File: src/rtl/div_seq_ctrl.sv
// ---------------------------------------------------------------------------
// div_seq_ctrl
//   Sequencer for the MIPS divider datapath. It performs an iterative
//   restoring divide and produces one quotient bit per clock. Each step
//   shifts the next dividend bit into the partial remainder, compares the
//   result against the divisor with a cascaded 4-bit compare chain
//   (A>=B = AGB | AEB), subtracts when the compare succeeds, and shifts the
//   compare result into the quotient. The block sits between ID/EX DIV/DIVU
//   issue and the HI/LO registers.
//
// Optional feature macro: DIV_SIGNED_EN
//   When the macro is defined, the Signed port exists. Signed operations
//   divide the operand magnitudes. A one-cycle FIX state then applies the
//   result signs. When the macro is undefined, the block is unsigned only.
//
// Parameters
//   WIDTH  operand / quotient / remainder width (>=4, multiple of 4)
//   CNT_W  iteration counter width, >= clog2(WIDTH)+1
//
// Ports
//   CLK        in   single clock, rising edge
//   RSTn       in   asynchronous active-low reset
//   Start      in   request, sampled only in IDLE
//   Abort      in   synchronous cancel, any state -> IDLE, no Done
//   Dividend   in   captured on an accepted Start
//   Divisor    in   captured on an accepted Start
//   Signed     in   (DIV_SIGNED_EN only) captured on an accepted Start
//   Busy       out  high while iterating (RUN, FIX)
//   Done       out  one-cycle pulse, results valid
//   DivByZero  out  valid with Done, held until the next accepted Start
//   Quotient   out  result, held until the next completion
//   Remainder  out  result, held until the next completion
// ---------------------------------------------------------------------------
module div_seq_ctrl #(
  parameter int WIDTH = 32,
  parameter int CNT_W = 6
) (
  input  logic             CLK,
  input  logic             RSTn,
  input  logic             Start,
  input  logic             Abort,
  input  logic [WIDTH-1:0] Dividend,
  input  logic [WIDTH-1:0] Divisor,
`ifdef DIV_SIGNED_EN
  input  logic             Signed,
`endif
  output logic             Busy,
  output logic             Done,
  output logic             DivByZero,
  output logic [WIDTH-1:0] Quotient,
  output logic [WIDTH-1:0] Remainder
);

  typedef enum logic [1:0] {
    S_IDLE,
    S_RUN,
`ifdef DIV_SIGNED_EN
    S_FIX,
`endif
    S_DONE
  } state_t;

  state_t             state_q, state_d;
  logic [CNT_W-1:0]   cnt_q, cnt_d;
  logic [WIDTH-1:0]   r_q, r_d;        // partial remainder
  logic [WIDTH-1:0]   q_q, q_d;        // dividend shifting out / quotient shifting in
  logic [WIDTH-1:0]   d_q, d_d;        // divisor (magnitude)
  logic [WIDTH-1:0]   quot_q, quot_d;
  logic [WIDTH-1:0]   rem_q, rem_d;
  logic               dbz_q, dbz_d;
`ifdef DIV_SIGNED_EN
  logic               sgn_q, sgn_d;    // current op is signed, so FIX is needed
  logic               neg_quot_q, neg_quot_d;
  logic               neg_rem_q, neg_rem_d;
`endif

  // Cascaded magnitude compare built from 4-bit slices, from LSB to MSB.
  // A higher slice that is strictly greater or smaller decides the result.
  // An equal slice passes the lower result through.
  function automatic logic cmp_ge(input logic [WIDTH-1:0] a,
                                  input logic [WIDTH-1:0] b);
    logic       agb;
    logic       aeb;
    logic [3:0] as;
    logic [3:0] bs;
    agb = 1'b0;
    aeb = 1'b1;
    for (int i = 0; i < WIDTH / 4; i++) begin
      as  = a[4*i +: 4];
      bs  = b[4*i +: 4];
      agb = (as > bs) | ((as == bs) & agb);
      aeb = (as == bs) & aeb;
    end
    return agb | aeb;
  endfunction

  // One restoring step. T carries R's MSB as bit WIDTH. When that bit is
  // set, T exceeds any divisor. The WIDTH-bit difference is exact because
  // the true remainder is always below the divisor.
  logic [WIDTH:0]   t;
  logic             ge;
  logic [WIDTH-1:0] r_step;
  logic [WIDTH-1:0] q_step;
  logic [WIDTH-1:0] a_mag;
  logic [WIDTH-1:0] b_mag;

  always_comb begin
    t      = {r_q, q_q[WIDTH-1]};
    ge     = t[WIDTH] | cmp_ge(t[WIDTH-1:0], d_q);
    r_step = ge ? (t[WIDTH-1:0] - d_q) : t[WIDTH-1:0];
    q_step = {q_q[WIDTH-2:0], ge};
  end

  always_comb begin
    a_mag = Dividend;
    b_mag = Divisor;
`ifdef DIV_SIGNED_EN
    if (Signed) begin
      // The most negative value negates to itself. Read as unsigned, that
      // value is exactly its magnitude.
      if (Dividend[WIDTH-1]) a_mag = -Dividend;
      if (Divisor[WIDTH-1])  b_mag = -Divisor;
    end
`endif
  end

  // NOTE: every variable gets its hold value first. This keeps any path
  // through the case from leaving a signal unassigned, so no latch is inferred.
  always_comb begin
    state_d = state_q;
    cnt_d   = cnt_q;
    r_d     = r_q;
    q_d     = q_q;
    d_d     = d_q;
    quot_d  = quot_q;
    rem_d   = rem_q;
    dbz_d   = dbz_q;
`ifdef DIV_SIGNED_EN
    sgn_d      = sgn_q;
    neg_quot_d = neg_quot_q;
    neg_rem_d  = neg_rem_q;
`endif

    unique case (state_q)
      S_IDLE: begin
        if (Start && !Abort) begin
          dbz_d = 1'b0;
          if (Divisor == '0) begin
            // Divide by zero completes at once. Signed ops skip FIX.
            state_d = S_DONE;
            quot_d  = '1;
            rem_d   = Dividend;
            dbz_d   = 1'b1;
          end else begin
            state_d = S_RUN;
            r_d     = '0;
            q_d     = a_mag;
            d_d     = b_mag;
            cnt_d   = CNT_W'(WIDTH);
`ifdef DIV_SIGNED_EN
            sgn_d      = Signed;
            neg_quot_d = Signed & (Dividend[WIDTH-1] ^ Divisor[WIDTH-1]);
            neg_rem_d  = Signed & Dividend[WIDTH-1];
`endif
          end
        end
      end

      S_RUN: begin
        if (Abort) begin
          state_d = S_IDLE;
          cnt_d   = '0;
        end else begin
          r_d   = r_step;
          q_d   = q_step;
          cnt_d = cnt_q - CNT_W'(1);
          if (cnt_q == CNT_W'(1)) begin
`ifdef DIV_SIGNED_EN
            if (sgn_q) begin
              state_d = S_FIX;
            end else begin
              state_d = S_DONE;
              quot_d  = q_step;
              rem_d   = r_step;
            end
`else
            state_d = S_DONE;
            quot_d  = q_step;
            rem_d   = r_step;
`endif
          end
        end
      end

`ifdef DIV_SIGNED_EN
      S_FIX: begin
        state_d = S_IDLE;
        if (!Abort) begin
          state_d = S_DONE;
          quot_d  = neg_quot_q ? -q_q : q_q;
          rem_d   = neg_rem_q  ? -r_q : r_q;
        end
      end
`endif

      S_DONE: begin
        // Start is not queued here. The FSM always returns to IDLE.
        state_d = S_IDLE;
      end

      default: begin
        state_d = S_IDLE;
      end
    endcase
  end

  // NOTE: state registers use non-blocking assignments. All flops then
  // sample values from before the edge, whatever the statement order.
  always_ff @(posedge CLK or negedge RSTn) begin
    if (!RSTn) begin
      state_q <= S_IDLE;
      cnt_q   <= '0;
      r_q     <= '0;
      q_q     <= '0;
      d_q     <= '0;
      quot_q  <= '0;
      rem_q   <= '0;
      dbz_q   <= 1'b0;
`ifdef DIV_SIGNED_EN
      sgn_q      <= 1'b0;
      neg_quot_q <= 1'b0;
      neg_rem_q  <= 1'b0;
`endif
    end else begin
      state_q <= state_d;
      cnt_q   <= cnt_d;
      r_q     <= r_d;
      q_q     <= q_d;
      d_q     <= d_d;
      quot_q  <= quot_d;
      rem_q   <= rem_d;
      dbz_q   <= dbz_d;
`ifdef DIV_SIGNED_EN
      sgn_q      <= sgn_d;
      neg_quot_q <= neg_quot_d;
      neg_rem_q  <= neg_rem_d;
`endif
    end
  end

`ifdef DIV_SIGNED_EN
  assign Busy = (state_q == S_RUN) || (state_q == S_FIX);
`else
  assign Busy = (state_q == S_RUN);
`endif
  assign Done      = (state_q == S_DONE);
  assign DivByZero = dbz_q;
  assign Quotient  = quot_q;
  assign Remainder = rem_q;

endmodule
File: config.mk
export PLATFORM = sky130hd
export DESIGN_NAME = div_seq_ctrl
export DESIGN_NICKNAME = d
export VERILOG_FILES = /design/src/rtl/div_seq_ctrl.sv
export SDC_FILE = /design/constraint.sdc
export NUM_CORES = 1
export LEC_CHECK = 0
export CAP_MARGIN = 0
export CORE_AREA = 3 3 160 162
export DETAILED_ROUTE_END_ITERATION = 10
export DIE_AREA = 0 0 163 165
export SLEW_MARGIN = 20
export SYNTH_ARGS = -nofsm -noshare
export SYNTH_HDL_FRONTEND = slang
export SYNTH_SLANG_ARGS = --single-unit
File: constraint.sdc
create_clock -name CLK -period 3.3 [get_ports CLK]
set_clock_uncertainty 0.05 [all_clocks]
set_input_delay 0.495 -clock CLK [delete_from_list [all_inputs] [get_ports CLK]]
set_output_delay 0.495 -clock CLK [all_outputs]
set_load 0.01 [all_outputs]
Yosys cells after proc, flatten, opt, wreduce, memory -nomap -nowiden
Index checks and enable logic that the tools add are counted.
Widths: inputs -> output; s select.
{"block": "word_totals", "reg_bits": 169, "input_bits": 68, "out_inout_bits": 67, "wordCells": 99}
{"block": "op_classes", "n_addsub": 2, "n_lt_le_gt_ge": 8, "eq_ne": 17, "mux": 29, "n_bitwise": 24, "reduce_logical": 11}
{"operator": "$mux 32", "n": 15}
{"operator": "$pmux 32 s2", "n": 4}
{"operator": "$eq 4x4->1", "n": 8}
{"operator": "$gt 4x4->1", "n": 8}
{"operator": "$logic_not 32->1", "n": 1}
{"operator": "$sub 32x32->32", "n": 1}
{"operator": "$mux 6", "n": 3}
{"operator": "$and 1x1->1", "n": 14}
{"operator": "$pmux 6 s2", "n": 1}
{"operator": "$or 1x1->1", "n": 9}
{"operator": "$mux 2", "n": 4}
{"operator": "$ne 2x2->1 const B", "n": 4}
{"operator": "$eq 6x1->1 const B", "n": 1}
{"operator": "$reduce_and 3->1", "n": 2}
{"operator": "$sub 6x1->6 const B", "n": 1}
{"operator": "$reduce_and 5->1", "n": 1}
{"operator": "$pmux 2 s2", "n": 1}
{"operator": "$reduce_and 2->1", "n": 2}
{"operator": "$reduce_and 4->1", "n": 1}
{"operator": "$ne 3x2->1 const B", "n": 1}
{"operator": "$eq 2x1->1 const B", "n": 1}
{"operator": "$eq 2x2->1 const B", "n": 1}
{"operator": "$logic_not 2->1", "n": 1}
{"operator": "$ne 2x1->1 const B", "n": 1}
{"operator": "5 further kinds", "n": 5}

Depth between registers and ports, before layout
Gate-level depths: netlist of run 1.
{"block": "logic_depth", "ltp_word": 21, "mapped_depth": 14, "depth_no_buf": 13}

Worst setup path before layout of run 1
No wires, ideal clock.
{"block": "synth_path", "path_kind": "register to register", "from": "register q_q[31]", "to": "register r_q[26]", "setup_time_ns": 0.125, "arrival_ns": 2.833, "required_time_ns": 3.125, "slack_ns": 0.293, "path_stages_with_launch": 14, "n_path_buf": 0, "synth_period_minus_slack_ns": 3.007, "path_cell_list": "dfrtp_1 inv_1 ha_1 inv_1 fa_1 a211oi_2 nor2_1 and3b_1 a211o_1 a211o_1 o21ai_2 nor4b_1 a311o_1 mux2_2"}
{"block": "synth_via", "elab_chain_cells": 20, "word_cells_on_any_way": 29, "cone_classes": "add/sub: 1; order compare: 1; eq/ne: 1; mux: 3; bitwise: 23"}
{"item": "start: declaration", "line": "66", "rtl": "logic [WIDTH-1:0] q_q, q_d;"}
{"item": "start signal: assignment", "line": "238", "rtl": "q_q <= q_d;"}
{"item": "$gt 4x4->1", "line": "91", "rtl": "agb = (as > bs) | ((as == bs) & agb);"}
{"item": "$and 1x1->1", "line": "91"}
{"item": "$or 1x1->1", "line": "91"}
{"item": "$and 1x1->1", "line": "91"}
{"item": "$or 1x1->1", "line": "91"}
{"item": "$and 1x1->1", "line": "91"}
{"item": "$or 1x1->1", "line": "91"}
{"item": "$and 1x1->1", "line": "91"}
{"item": "[... 4 more ...]"}
{"item": "$or 1x1->1", "line": "91"}
{"item": "$and 1x1->1", "line": "91"}
{"item": "$or 1x1->1", "line": "91"}
{"item": "$or 1x1->1", "line": "94", "rtl": "return agb | aeb;"}
{"item": "$or 1x1->1", "line": "109", "rtl": "ge = t[WIDTH] | cmp_ge(t[WIDTH-1:0], d_q);"}
{"item": "$mux 32 *", "line": "110", "rtl": "r_step = ge ? (t[WIDTH-1:0] - d_q) : t[WIDTH-1:0];"}
{"item": "$mux 32 *", "line": "170", "rtl": "if (Abort) begin"}
{"item": "$pmux 32 s2 *", "line": "144", "rtl": "unique case (state_q)"}
{"item": "end signal: assignment", "line": "237", "rtl": "r_q <= r_d;"}
{"item": "end: declaration", "line": "65", "rtl": "logic [WIDTH-1:0] r_q, r_d;"}
Every way passes the cells marked *; elsewhere a longest branch is shown, timed or not. The select of a mux whose other input is x is not followed.
A chain may end at the register's enable or synchronous reset.

Worst setup path in the final report of run 1
Ends and elaborated chain as after synthesis.

==> metrics.yaml, run 1 <==
critical_path:
  cp-end-kind: "flip-flop"
  critPathArrivalTime_ps: 3460
  cpMaxStageDelayCell: "a311o_1"
  critPathLaunchType: "flip-flop"
  crit_family: "compound AO/OA/AOI/OAI gates"
  critPathRequiredTime_ps: 3570
  cpMostUsedCell: "a211o_1"
  worst-path-buf-inv: 2
  crit_path_cell_trace: "inv_2 -> ha_4 -> inv_1 -> fa_2 -> a211oi_2 -> nor2_1 -> and3b_1 -> a211o_1 -> a211o_1 -> o21ai_4 -> nor4b_2 -> a311o_1 -> mux2_4"
  cp_max_fo: 5
  slowest_delay_ps: 410
  path_class: "flip-flop to flip-flop"
route:
  routed_wl_um: 27160
  drtIter0Drc: 515
  via_per_inst: 5.178
  detail-route-antenna-nets: 0
  via_count: 8161
  dr_wl_met3_um: 1228
  drt-met1-wl_um: 14150
  top_layer: "met4"
  wl_met2_um: 11480
  drtPass1Iterations: 5
  drc: 0
  wl_per_cell_um: 17.23
final_layout:
  drive_above_1_share_pct: 14.94
  utilization_pct: 51.76
  nNetsFinal: 1349
  final_cells: 1576
  nFillCells: 2312
  diodes: 0
  area_growth_pct: 30.08
  layout_commonest_cell: "nand2_1"
  mostFrequentLayoutCells: "nand2_1 (171), dfrtp_1 (169), clkdlybuf4s50_1 (133)"
  fin_area_mm2: 0.01255
yosys:
  syn-instance-count: 1076
  async_flop_share_pct: 100.0
  synth_seq_cells: 169
  syn_nets: 1186
  yosysSeqAreaShare_pct: 43.83
  avgSynthCellArea_um2: 8.968
  yosysUniqueCellTypes: 65
  synth_edf_count: 0
  ys.flop_type: "dfrtp_1"
  netlist_area_mm2: 0.009649
  yosys_warnings: 0
run_status:
  status: "completed"
power:
  p_leak_nw: 5.764
  p_per_area_mw_per_mm2: 864.9
  ir_drop_uv: 439.9
clock_tree:
  cts_root_buf: "clkbuf_16"
  clock-sinks: 169
  cts.path.max_buffers: 2
  cts.reportedPaths.clkPinSlew_ps: 70
  h-tree-depth: 4
  hold_buffers: 0
  cts_tree: "yes"
  clk_latency_ps: 430
  cts_inserted_buffers: 17
floorplanning:
  die_h_um: 165
  die_area_mm2: 0.02690
  start_util_pct: 39.79
  die_w_um: 163
  core.rowCount: 57
  num_io_pins: 135
  core_area_mm2: 0.02425
flow_run:
  maxCapViolCount: 0
placement:
  dp_cells: 1539
  io_buffers: 134
  dpl-instance-area_mm2: 0.01180
  dpl.hpwl_um: 20910
  gp_congestion: 0.9207
sta:
  fmax_mhz: 313.0
  finalCriticalPeriod_ps: 3195
  whs_ps: 30.05
  fin_tns_setup_ps: 0
  report.final.hold_viol_count: 0
  setup_viol: 0
  fin_crit_sh_pct: 96.82
  worst_pin_slew_ps: 759.0
  maxSlewHeadroom_pct: 49.40
  finalMaxSlewViolations: 0
global_route:
  grt_pass1_vias: 7813
  grt_first_pass_wirelength_um: 43550
  overflow: 0
  grt_max_degree: 77
  track_usage_pct: 20.54
  antenna_found_initial: 0
worst_hold_path:
  hold_path.class: "primary input to asynchronous set/reset pin"
-- timing repair --
action / in CTS / in global routing
buffers inserted: 1 / 4
pin swaps: 6 / 19
hold endpoints to repair: 0 / 0
endpoints found under the setup margin: 9 / 52
resized for setup: 4 / 24
-- registers in the layout, indices dropped and copies added (netlist names) --
signal     flops
Remainder     32
r_q           32
cnt_q          6
d_q           32
state_q        2
DivByZero      1
q_q           32
Quotient      32
-- synthesized netlist by cell type, types with 9 or more instances --
cell type	n	share of area (%)
nand2_1	175	6.8
dfrtp_1	169	44
o21ai_0	109	5.7
a21oi_1	87	4.5
nor2_1	66	2.6
inv_1	51	2.0
clkbuf_1	49	1.9
ha_1	41	5.3
mux2_2	37	4.3
mux2i_1	35	3.6
a21o_1	23	1.8
xnor2_1	16	1.5
buf_2	15	0.78
nand4_1	15	0.97
o21ai_1	13	0.67
nor3_1	12	0.62
nor4_1	12	0.78
xor2_1	12	1.1
nor2b_1	9	0.58
-- power breakdown --
group          switching [mW]  internal (mW)  total, mW
clock                   0.992           1.06       2.05
combinational            2.96           2.60       5.56
sequential              0.523           2.72       3.25
total                    4.48           6.38       10.9
-- final timing paths --
path,start,endpoint,slack [ps],cells past startpoint
worst max-delay path,q_q[31]$_DFFE_PN0P_,r_q[26]$_DFFE_PN0P_,110,13
worst max register to register,q_q[31]$_DFFE_PN0P_,r_q[26]$_DFFE_PN0P_,110,13
min in group CLK,Quotient[26]$_DFFE_PN0P_,Quotient[26]$_DFFE_PN0P_,420,2
worst min register to register,Quotient[26]$_DFFE_PN0P_,Quotient[26]$_DFFE_PN0P_,420,2
worst min-delay path,RSTn,d_q[29]$_DFFE_PN0P_,30,1
max in group asynchronous,RSTn,r_q[8]$_DFFE_PN0P_,2260,2
-- cell families after synthesis --
logic type / count (synthesis) / share of synthesized area, %
adder cells (fa/ha/maj): 42 / 5.524
multiplexers: 78 / 8.649
flip-flops: 169 / 43.83
AO/OA/AOI/OAI: 311 / 19.46
AND/OR/NAND/NOR: 328 / 14.96
XOR/XNOR: 28 / 2.541
buffers and inverters: 120 / 5.031
-- area by class of cell --
cell class | instances | area [µm²] | share of cell area, %
Clock buffer | 18 | 439.2 | 3.499
Clock inverter | 14 | 167.7 | 1.336
Inverter | 51 | 191.4 | 1.525
Multi-Input combinational cell | 787 | 5071 | 40.40
Sequential cell | 169 | 4229 | 33.69
Tap cell | 324 | 405.4 | 3.230
Timing Repair Buffer | 213 | 2048 | 16.32
-- metal layers --
metal  global-route usage [%]  vias to the layer above
met3                    3.085                       19
li1                         -                     4113
met5                        0                        -
met1                    31.85                     3852
met4                    4.883                        0
met2                    30.01                      177
-- stage by stage --
step	setup slack, ps	power [mW]
3_5_place_dp	-66.65	8.632
3_3_place_gp	-56.43	8.615
6_report	105.0	10.86
5_1_grt	-14.80	11.66
2_1_floorplan	292.6	6.423
4_1_cts	-5.015	10.76
Note: power is estimated with default switching activity, not from simulation.
==> run 2, diff against run 1 <==
--- a/config.mk
+++ b/config.mk
@@ -6,9 +6,9 @@
 export NUM_CORES = 1
 export LEC_CHECK = 0
 export CAP_MARGIN = 0
-export CORE_AREA = 3 3 160 162
+export CORE_AREA = 3 3 168 154
 export DETAILED_ROUTE_END_ITERATION = 10
-export DIE_AREA = 0 0 163 165
+export DIE_AREA = 0 0 171 157
 export SLEW_MARGIN = 20
 export SYNTH_ARGS = -nofsm -noshare
 export SYNTH_HDL_FRONTEND = slang
==> metrics.yaml, run 2 (same netlist as run 1, synthesis figures left out) <==
run_status:
  status: "finished with violations"
  violations: "negative setup slack"
route:
  routed_wl_um: 29230  # +7.6%
  drc: 0  # unchanged
  via_per_inst: 5.420  # +4.7%
  via_count: 8580  # +5.1%
  drtPass1Iterations: 7  # +2
  wl_per_cell_um: 18.46  # +7.1%
  drtIter0Drc: 653  # +27%
  detail-route-antenna-nets: 0  # unchanged
critical_path:
  crit_path_start: "q_q[31]$_DFFE_PN0P_"
  reg2regPathDepth: 14  # +1
  reg2reg_from: "q_q[31]$_DFFE_PN0P_"
  cp_max_fo: 3  # -2
  critPathRequiredTime_ps: 3570  # about the same
  critPathLaunchType: "flip-flop"
  critPathArrivalTime_ps: 3630  # +170 ps
  path_class: "flip-flop to flip-flop"
  cp-end-kind: "flip-flop"
clock_tree:
  cts_inserted_buffers: 17  # unchanged
  cts.reportedPaths.clkPinSlew_ps: 70  # about the same
  cts.path.max_buffers: 2  # unchanged
  h-tree-depth: 4  # unchanged
  cts_root_buf: "clkbuf_16"
  clock-sinks: 169  # unchanged
  cts_tree: "yes"
  clk_latency_ps: 440  # about the same
sta:
  rsz0062_at_grt: "true"
  worst_pin_slew_ps: 749.1  # -9.858 ps
  maxSlewHeadroom_pct: 49.87  # +0.47 points
  finalCriticalPeriod_ps: 3355  # +160.3 ps
  finalMaxSlewViolations: 0  # unchanged
  fin_crit_sh_pct: 101.7  # +4.9 points
  layout_setup_ws_ps: -55.24  # -160.3 ps
  setup_viol: 1  # +1
  report.final.hold_viol_count: 0  # unchanged
  whs_ps: 416.4  # +386.4 ps
  fmax_mhz: 298.0  # -4.8%
final_layout:
  final_cells: 1583  # +0.44%
  diodes: 0  # unchanged
  nFillCells: 2291  # -0.91%
  utilization_pct: 52.72  # +0.96 points
  nNetsFinal: 1372  # +1.7%
  drive_above_1_share_pct: 17.25  # +2.3 points
  area_growth_pct: 32.16
  layout_commonest_cell: "nand2_1"
  mostFrequentLayoutCells: "nand2_1 (175), dfrtp_1 (169), clkdlybuf4s50_1 (133)"
  fin_area_mm2: 0.01275  # +1.6%
flow_run:
  maxCapViolCount: 0  # unchanged
global_route:
  grt_max_degree: 69  # -10%
  grt_first_pass_wirelength_um: 46330  # +6.4%
  overflow: 0  # unchanged
  track_usage_pct: 21.88  # +1.3 points
  grt_pass1_vias: 8603  # +10%
  antenna_found_initial: 0  # unchanged
worst_hold_path:
  hold_path_depth: 2
  hold_path.class: "flip-flop to flip-flop"
  worstHoldStart: "Quotient[30]$_DFFE_PN0P_"
placement:
  gp_congestion: 0.9364  # +1.7%
  dp_cells: 1534  # -0.32%
  io_buffers: 134  # unchanged
  dpl-instance-area_mm2: 0.01186  # +0.53%
  dp_slack_ps: -96.13  # -29.48 ps
  dpl.hpwl_um: 21570  # +3.1%
floorplanning:
  core.rowCount: 54  # -5.3%
  die_w_um: 171  # +4.9%
  die_h_um: 157  # -4.8%
  die_area_mm2: 0.02685  # -0.18%
  core_area_mm2: 0.02419  # -0.25%
  start_util_pct: 39.89  # +0.099 points
  num_io_pins: 135  # unchanged
power:
  p_leak_nw: 5.839  # +1.3%
  ir_drop_uv: 487.9  # +11%
  p_per_area_mw_per_mm2: 881.3  # +1.9%
-- run 2: layer usage --
layer | up-vias | global-route usage, % | wire length [µm]
met5 | - | 0 | 0
met4 | 0 | 7.778 | 833
met3 | 46 | 4.922 | 1324
met2 | 228 | 35.81 | 13970
met1 | 4146 | 28.66 | 13100
li1 | 4160 | - | -
-- run 2: final timing paths --
path	endpoint	slack [ps]
max in group asynchronous	r_q[7]$_DFFE_PN0P_	1790
hold reg to reg	Quotient[30]$_DFFE_PN0P_	420
min in group asynchronous	d_q[23]$_DFFE_PN0P_	530
setup reg to reg	r_q[26]$_DFFE_PN0P_	-60
hold / removal	Quotient[30]$_DFFE_PN0P_	420
setup / recovery	r_q[26]$_DFFE_PN0P_	-60
-- run 2: critical path, cell delays in order (launching register included) --
cell       delay [ps]
dfrtp_1           380
inv_2              80
ha_4              140
inv_2              40
fa_2              370
a211oi_2          240
buf_4             150
o21bai_2          100
a2111oi_4         490
o21ai_2           160
o311ai_4          100
nand2_1           130
nor4b_2           190
a311o_1           360
mux2_4            270
-- run 2: area by class of cell --
type                       instances  area [µm²]  share of cell area (%)
clock inverter                    13       133.9                   1.050
tap                              308       385.4                   3.022
multi-input combinational        787        5135                   40.27
timing repair buffer             236        2235                   17.52
clock buffer                      19       442.9                   3.473
inverter                          51       191.4                   1.501
sequential                       169        4229                   33.16
-- run 2: report_power, final --
| group | leakage (nW) | internal, mW | switching [mW] |
|---|---|---|---|
| clock | 0.273 | 1.08 | 0.935 |
| combinational | 3.40 | 2.89 | 3.08 |
| sequential | 2.16 | 2.73 | 0.534 |
-- run 2: what timing repair did --
item	in CTS	in global routing
endpoints found under the hold margin	8	0
pin swaps	9	23
resized for setup	9	33
endpoints found under the setup margin	12	59
buffers inserted	12	6
hold buffers	1	0
cloned	0	0
-- run 2: stage by stage --
step                      setup TNS (ps)  power (mW)
after detailed placement          -404.4       8.790
after global placement            -169.3       8.768
after floorplan                        0       6.423
after CTS                         -9.143       11.02
after global routing              -960.2       12.01
final                             -55.24       11.24
==> run 3, diff against run 2 <==
--- a/config.mk
+++ b/config.mk
@@ -9,6 +9,7 @@
 export CORE_AREA = 3 3 168 154
 export DETAILED_ROUTE_END_ITERATION = 10
 export DIE_AREA = 0 0 171 157
+export REMOVE_ABC_BUFFERS = 1
 export SLEW_MARGIN = 20
 export SYNTH_ARGS = -nofsm -noshare
 export SYNTH_HDL_FRONTEND = slang
==> metrics.yaml, run 3 (same netlist as run 1, synthesis figures left out) <==
clock_tree:
  cts.reportedPaths.clkPinSlew_ps: 70  # about the same
  cts_tree: "yes"
  cts.path.max_buffers: 2  # unchanged
  cts_inserted_buffers: 17  # unchanged
  clk_latency_ps: 440  # about the same
  h-tree-depth: 4  # unchanged
  cts_root_buf: "clkbuf_16"
  clock-sinks: 169  # unchanged
critical_path:
  cp-end-kind: "flip-flop"
  critPathLaunchType: "flip-flop"
  path_class: "flip-flop to flip-flop"
  critPathRequiredTime_ps: 3570  # about the same
  cp_max_fo: 8  # +5
  cpMostUsedCell: "a211o_1"
  cpMaxStageDelayCell: "dfrtp_1"
  critPathArrivalTime_ps: 3450  # -180 ps
  worst-path-buf-inv: 3  # unchanged
  slowest_delay_ps: 370  # -120 ps
  crit_family: "compound AO/OA/AOI/OAI gates"
  crit_path_cell_trace: "inv_2 -> ha_4 -> inv_1 -> fa_2 -> a211oi_4 -> nor2_1 -> and3b_1 -> a211o_1 -> a211o_1 -> o21ai_4 -> buf_12 -> nor4b_1 -> a311o_1 -> mux2_2"
route:
  routed_wl_um: 28460  # -2.6%
  drc: 0  # unchanged
  via_count: 8382  # -2.3%
  drtPass1Iterations: 5  # -2
  via_per_inst: 5.359  # -1.1%
  drtIter0Drc: 632  # -3.2%
  wl_per_cell_um: 18.20  # -1.4%
  detail-route-antenna-nets: 0  # unchanged
floorplanning:
  die_area_mm2: 0.02685  # unchanged
  core_area_mm2: 0.02419  # unchanged
  num_io_pins: 135  # unchanged
  die_w_um: 171  # unchanged
  core.rowCount: 54  # unchanged
  start_util_pct: 39.89  # unchanged
  die_h_um: 157  # unchanged
sta:
  finalCriticalPeriod_ps: 3184  # -171.6 ps
  worst_pin_slew_ps: 647.4  # -101.7 ps
  fmax_mhz: 314.1  # +5.4%
  setup_viol: 0  # -1
  report.final.hold_viol_count: 3  # +3
  maxSlewHeadroom_pct: 56.84  # +7.0 points
  whs_ps: -4.116  # -420.5 ps
  finalMaxSlewViolations: 0  # unchanged
  fin_tns_setup_ps: 0  # +55.24 ps
  fin_crit_sh_pct: 96.48  # -5.2 points
placement:
  gp_congestion: 0.9119  # -2.6%
  dp_cells: 1528  # -0.39%
  io_buffers: 134  # unchanged
  dpl.hpwl_um: 20780  # -3.7%
  dpl-instance-area_mm2: 0.01184  # -0.17%
final_layout:
  layout_commonest_cell: "nand2_1"
  mostFrequentLayoutCells: "nand2_1 (174), dfrtp_1 (169), clkdlybuf4s50_1 (133)"
  drive_above_1_share_pct: 14.25  # -3.0 points
  area_growth_pct: 30.00
  nFillCells: 2242  # -2.1%
  utilization_pct: 51.86  # -0.86 points
  final_cells: 1564  # -1.2%
  fin_area_mm2: 0.01254  # -1.6%
  nNetsFinal: 1354  # -1.3%
  diodes: 0  # unchanged
global_route:
  overflow: 0  # unchanged
  antenna_found_initial: 2  # +2
  track_usage_pct: 21.62  # -0.26 points
  grt_pass1_vias: 8568  # -0.41%
  grt_first_pass_wirelength_um: 45860  # -1.0%
  grt_max_degree: 77  # +12%
power:
  p_per_area_mw_per_mm2: 866.5  # -1.7%
  p_leak_nw: 5.770  # -1.2%
  ir_drop_uv: 342.5  # -30%
flow_run:
  maxCapViolCount: 0  # unchanged
run_status:
  status: "finished with violations"
  violations: "negative hold slack"
worst_hold_path:
  hold_path.class: "primary input to asynchronous set/reset pin"
-- run 3: routing by layer --
layer / track usage (%) / routed length (µm) / up-vias
li1: - / - / 4102
met1: 30.99 / 13880 / 4032
met2: 33.69 / 12630 / 205
met3: 3.918 / 1380 / 39
met4: 6.130 / 548 / 4
met5: 0 / 20 / -
-- run 3: path summary, 6_finish.rpt --
path | startpoint | end | slack [ps] | cells past startpoint
max | q_q[31]$_DFFE_PN0P_ | r_q[26]$_DFFE_PN0P_ | 120 | 14
min | RSTn | Quotient[13]$_DFFE_PN0P_ | -4 | 1
max reg2reg | q_q[31]$_DFFE_PN0P_ | r_q[26]$_DFFE_PN0P_ | 120 | 14
min reg2reg | Quotient[18]$_DFFE_PN0P_ | Quotient[18]$_DFFE_PN0P_ | 410 | 2
max in group asynchronous | RSTn | d_q[8]$_DFFE_PN0P_ | 2320 | 2
min in group CLK | Quotient[18]$_DFFE_PN0P_ | Quotient[18]$_DFFE_PN0P_ | 410 | 2
-- run 3: layout make-up --
class                      count  area, µm²  share of cell area [%]
multi-input combinational    787       5016                   39.99
sequential                   169       4229                   33.71
timing repair buffer         218       2123                   16.93
clock buffer                  18      429.2                   3.421
tap                          308      385.4                   3.072
inverter                      51      191.4                   1.526
clock inverter                13      170.2                   1.356
-- run 3: worst register-to-register path, stage by stage (launching register included) --
cell and delay [ps]:
dfrtp_1 370, inv_2 70, ha_4 130, inv_1 50, fa_2 360, a211oi_4 240
nor2_1 90, and3b_1 180, a211o_1 230, a211o_1 320, o21ai_4 180, buf_12 140
nor4b_1 50, a311o_1 340, mux2_2 260
-- run 3: stage by stage --
stage                     hold slack (ps)  setup WS (ps)  total power [mW]
after floorplan                     149.4          -4333             6.308
after global placement              398.4         -116.6             8.569
after detailed placement            406.2         -149.2             8.617
after CTS                           18.62          13.84             10.85
after global routing                36.09        -0.6941             11.67
final                              -4.116          116.3             10.87
-- run 3: report_power, final --
| part | total, mW | internal, mW | switching (mW) |
|---|---|---|---|
| sequential | 3.21 | 2.73 | 0.485 |
| combinational | 5.56 | 2.68 | 2.88 |
| clock | 2.10 | 1.20 | 0.901 |
-- run 3: what timing repair did --
| action | 4_1_cts | 5_1_grt |
|---|---|---|
| pin swaps | 8 | 8 |
| resized for setup | 3 | 8 |
| hold buffers | 0 | 0 |
| setup endpoints to repair | 13 | 48 |
| buffers inserted | 4 | 1 |
==> RTL edit: new RTL, settings of run 3 <==
The parameter `WIDTH` goes from 32 to 16.
--- a/src/rtl/div_seq_ctrl.sv
+++ b/src/rtl/div_seq_ctrl.sv
@@ -32,7 +32,7 @@
 //   Remainder  out  result, held until the next completion
 // ---------------------------------------------------------------------------
 module div_seq_ctrl #(
-  parameter int WIDTH = 32,
+  parameter int WIDTH = 16,
   parameter int CNT_W = 6
 ) (
   input  logic             CLK,
Interface: changed (resized Dividend, Divisor, Quotient and Remainder); port bits go from 135 to 71. No check against the original RTL was run, so the function may have changed too.
==> RTL edit against run 3 <==
- die area unchanged
- non-clock buffer count decreased by 134
- largest power group unchanged
- cell area decreased by 50%
- worst setup slack improved by 0.24 ns
- global-route usage decreased by 10 points
- power decreased by 41%
- critical path type unchanged
- sequential cell count decreased by 80
- utilization decreased by 26 points
- wire length decreased by 49%
- area after synthesis decreased by 48%
==> RTL edit: results (changes against run 3) <==
Parameter                              Value

Outcome
  Outcome    finished, final reports clean

Critical path
  Critical path launch point    r_q[7]$_DFFE_PN0P_
  Maximum fanout along the worst path    11 (+3)
  Slowest cell delay on critical path    0.69 ns (+0.32 ns)
  Capturing point of the worst reg2reg path    Remainder[10]$_DFFE_PN0P_
  Number of cells on the worst reg-to-reg path    8 (-6)
  Slowest cell on the critical path    sky130_fd_sc_hd__nor2_1
  CP arrival    3.11 ns (-0.34 ns)

Synth
  Area share of fa/ha/maj cells after synthesis    5.68% (+0.15 points)
  Leading cell types by count after synthesis    95 x sky130_fd_sc_hd__nand2_1, 89 x sky130_fd_sc_hd__dfrtp_1, 50 x sky130_fd_sc_hd__nor2_1
  Post-Synth XOR/XNOR Area    1.41% (-1.1 points)
  Flip-flop cell with the highest count after synthesis    sky130_fd_sc_hd__dfrtp_1
  Synth Cell Area    0.00498 mm² (-48%)
  Synth Register Bits    89 (-47%)
  Compound-Gate Fraction of Synth Area    19.6% (+0.10 points)
  Fraction of the yosys area taken by sequential cells    44.7% (+0.88 points)
  Synth unique cells    66 (+1.5%)
  Multiplexer area fraction after synthesis    4.65% (-4.0 points)

Detailed routing
  DRT met1 WL    7360 µm (-47%)
  Mean number of vias per cell    4.50 (-16%)
  Top layer in use    met4
  Iter 0 DRT Violations    317 (-50%)
  Met3 WL    764 µm (-45%)
  Routed wire length on met2    6190 µm (-51%)
  WL final    14400 µm (-49%)

Timing
  Headroom to the max-slew limit    41.0% (-16 points)
  Worst Hold Slack    0.195 ns (+0.199 ns)

Layout
  Final non-clock buffer share    12.7% (-4.2 points)
  Non-CTS inverters    32 (-37%)
  Multi-input gate share of total cell area    39.7% (-0.33 points)
  FF/Latch Area    0.00223 mm² (-47%)
  Finished Layout Cells    943 (-40%)
  Share of cells above drive strength 1    8.66% (-5.6 points)
  Number of combinational gates with multiple inputs    414 (-47%)
  Number of fill cells in the layout    2618 (+17%)
  Final-stage net count    688 (-49%)
  Clock-cell share of area    4.43% (-0.35 points)
  Non-clock buffer count    84 (-61%)
  Post-route standard cell area excluding fillers    0.00632 mm² (-50%)

Global route
  Number of antenna violations at the first check in global routing    0 (-2)
  Via count of the first global-routing pass    4120 (-52%)
  Met3 Usage GRT    2.64% (-1.3 points)
  M1 GR Usage    16.8% (-14 points)
  Met2 track utilization from global routing    16.5% (-17 points)
  Global-route wire length before repair    23600 µm (-49%)
  GRT Total Usage    11.2% (-10 points)
  Pin count of the biggest net entering global routing    67 (-13%)

Place
  Cell total after placement    927 (-39%)
  PortBufs    70 (-48%)
  Routability congestion estimate    0.831 (-8.9%)
  Placement-stage cell area    0.00604 mm² (-49%)
  Post-place setup slack    0.384 ns (+0.533 ns)
  Hpwl dp    11100 µm (-47%)

Clock tree
  CTS-repair resized insts    0 (-3)
  Post-CTS setup-driven buffer insertion count    0 (-4)
  Number of buffers added by the clock tree synthesis step    9 (-8)
  Clock insertion delay at the later pin of the skew report    0.35 ns (-0.09 ns)
  Clock root buffer    sky130_fd_sc_hd__clkbuf_16

Hold path
  Path type of the worst min-delay path    input port to async pin

Power and ir drop
  Leak    2.73 nW (-53%)
-- RTL edit: cell types whose count changed in the layout (fill, tap and decap cells not counted), moves of 24 or more --
cell,delta
sky130_fd_sc_hd__dfrtp_1,-80
sky130_fd_sc_hd__o21ai_0,-61
sky130_fd_sc_hd__buf_4,-57
sky130_fd_sc_hd__nand2_1,-79
sky130_fd_sc_hd__mux2_2,-24
sky130_fd_sc_hd__a21oi_1,-57
sky130_fd_sc_hd__clkdlybuf4s50_1,-64
sky130_fd_sc_hd__mux2i_1,-30
-- RTL edit: critical path, delay by kind of cell (launching register included) --
kind                     cells  cell delay, ns
AO/OA/AOI/OAI                4            0.72
AND/OR/NAND/NOR              1            0.69
adder cells (fa/ha/maj)      1            0.45
flip-flops                   1            0.43
multiplexers                 1            0.36
buffers and inverters        1            0.11
-- RTL edit: power breakdown --
part | switching (mW) | internal (mW) | total [mW]
Sequential | 0.363 | 1.57 | 1.93
Clock | 0.464 | 0.518 | 0.982
Combinational | 2.01 | 1.48 | 3.49
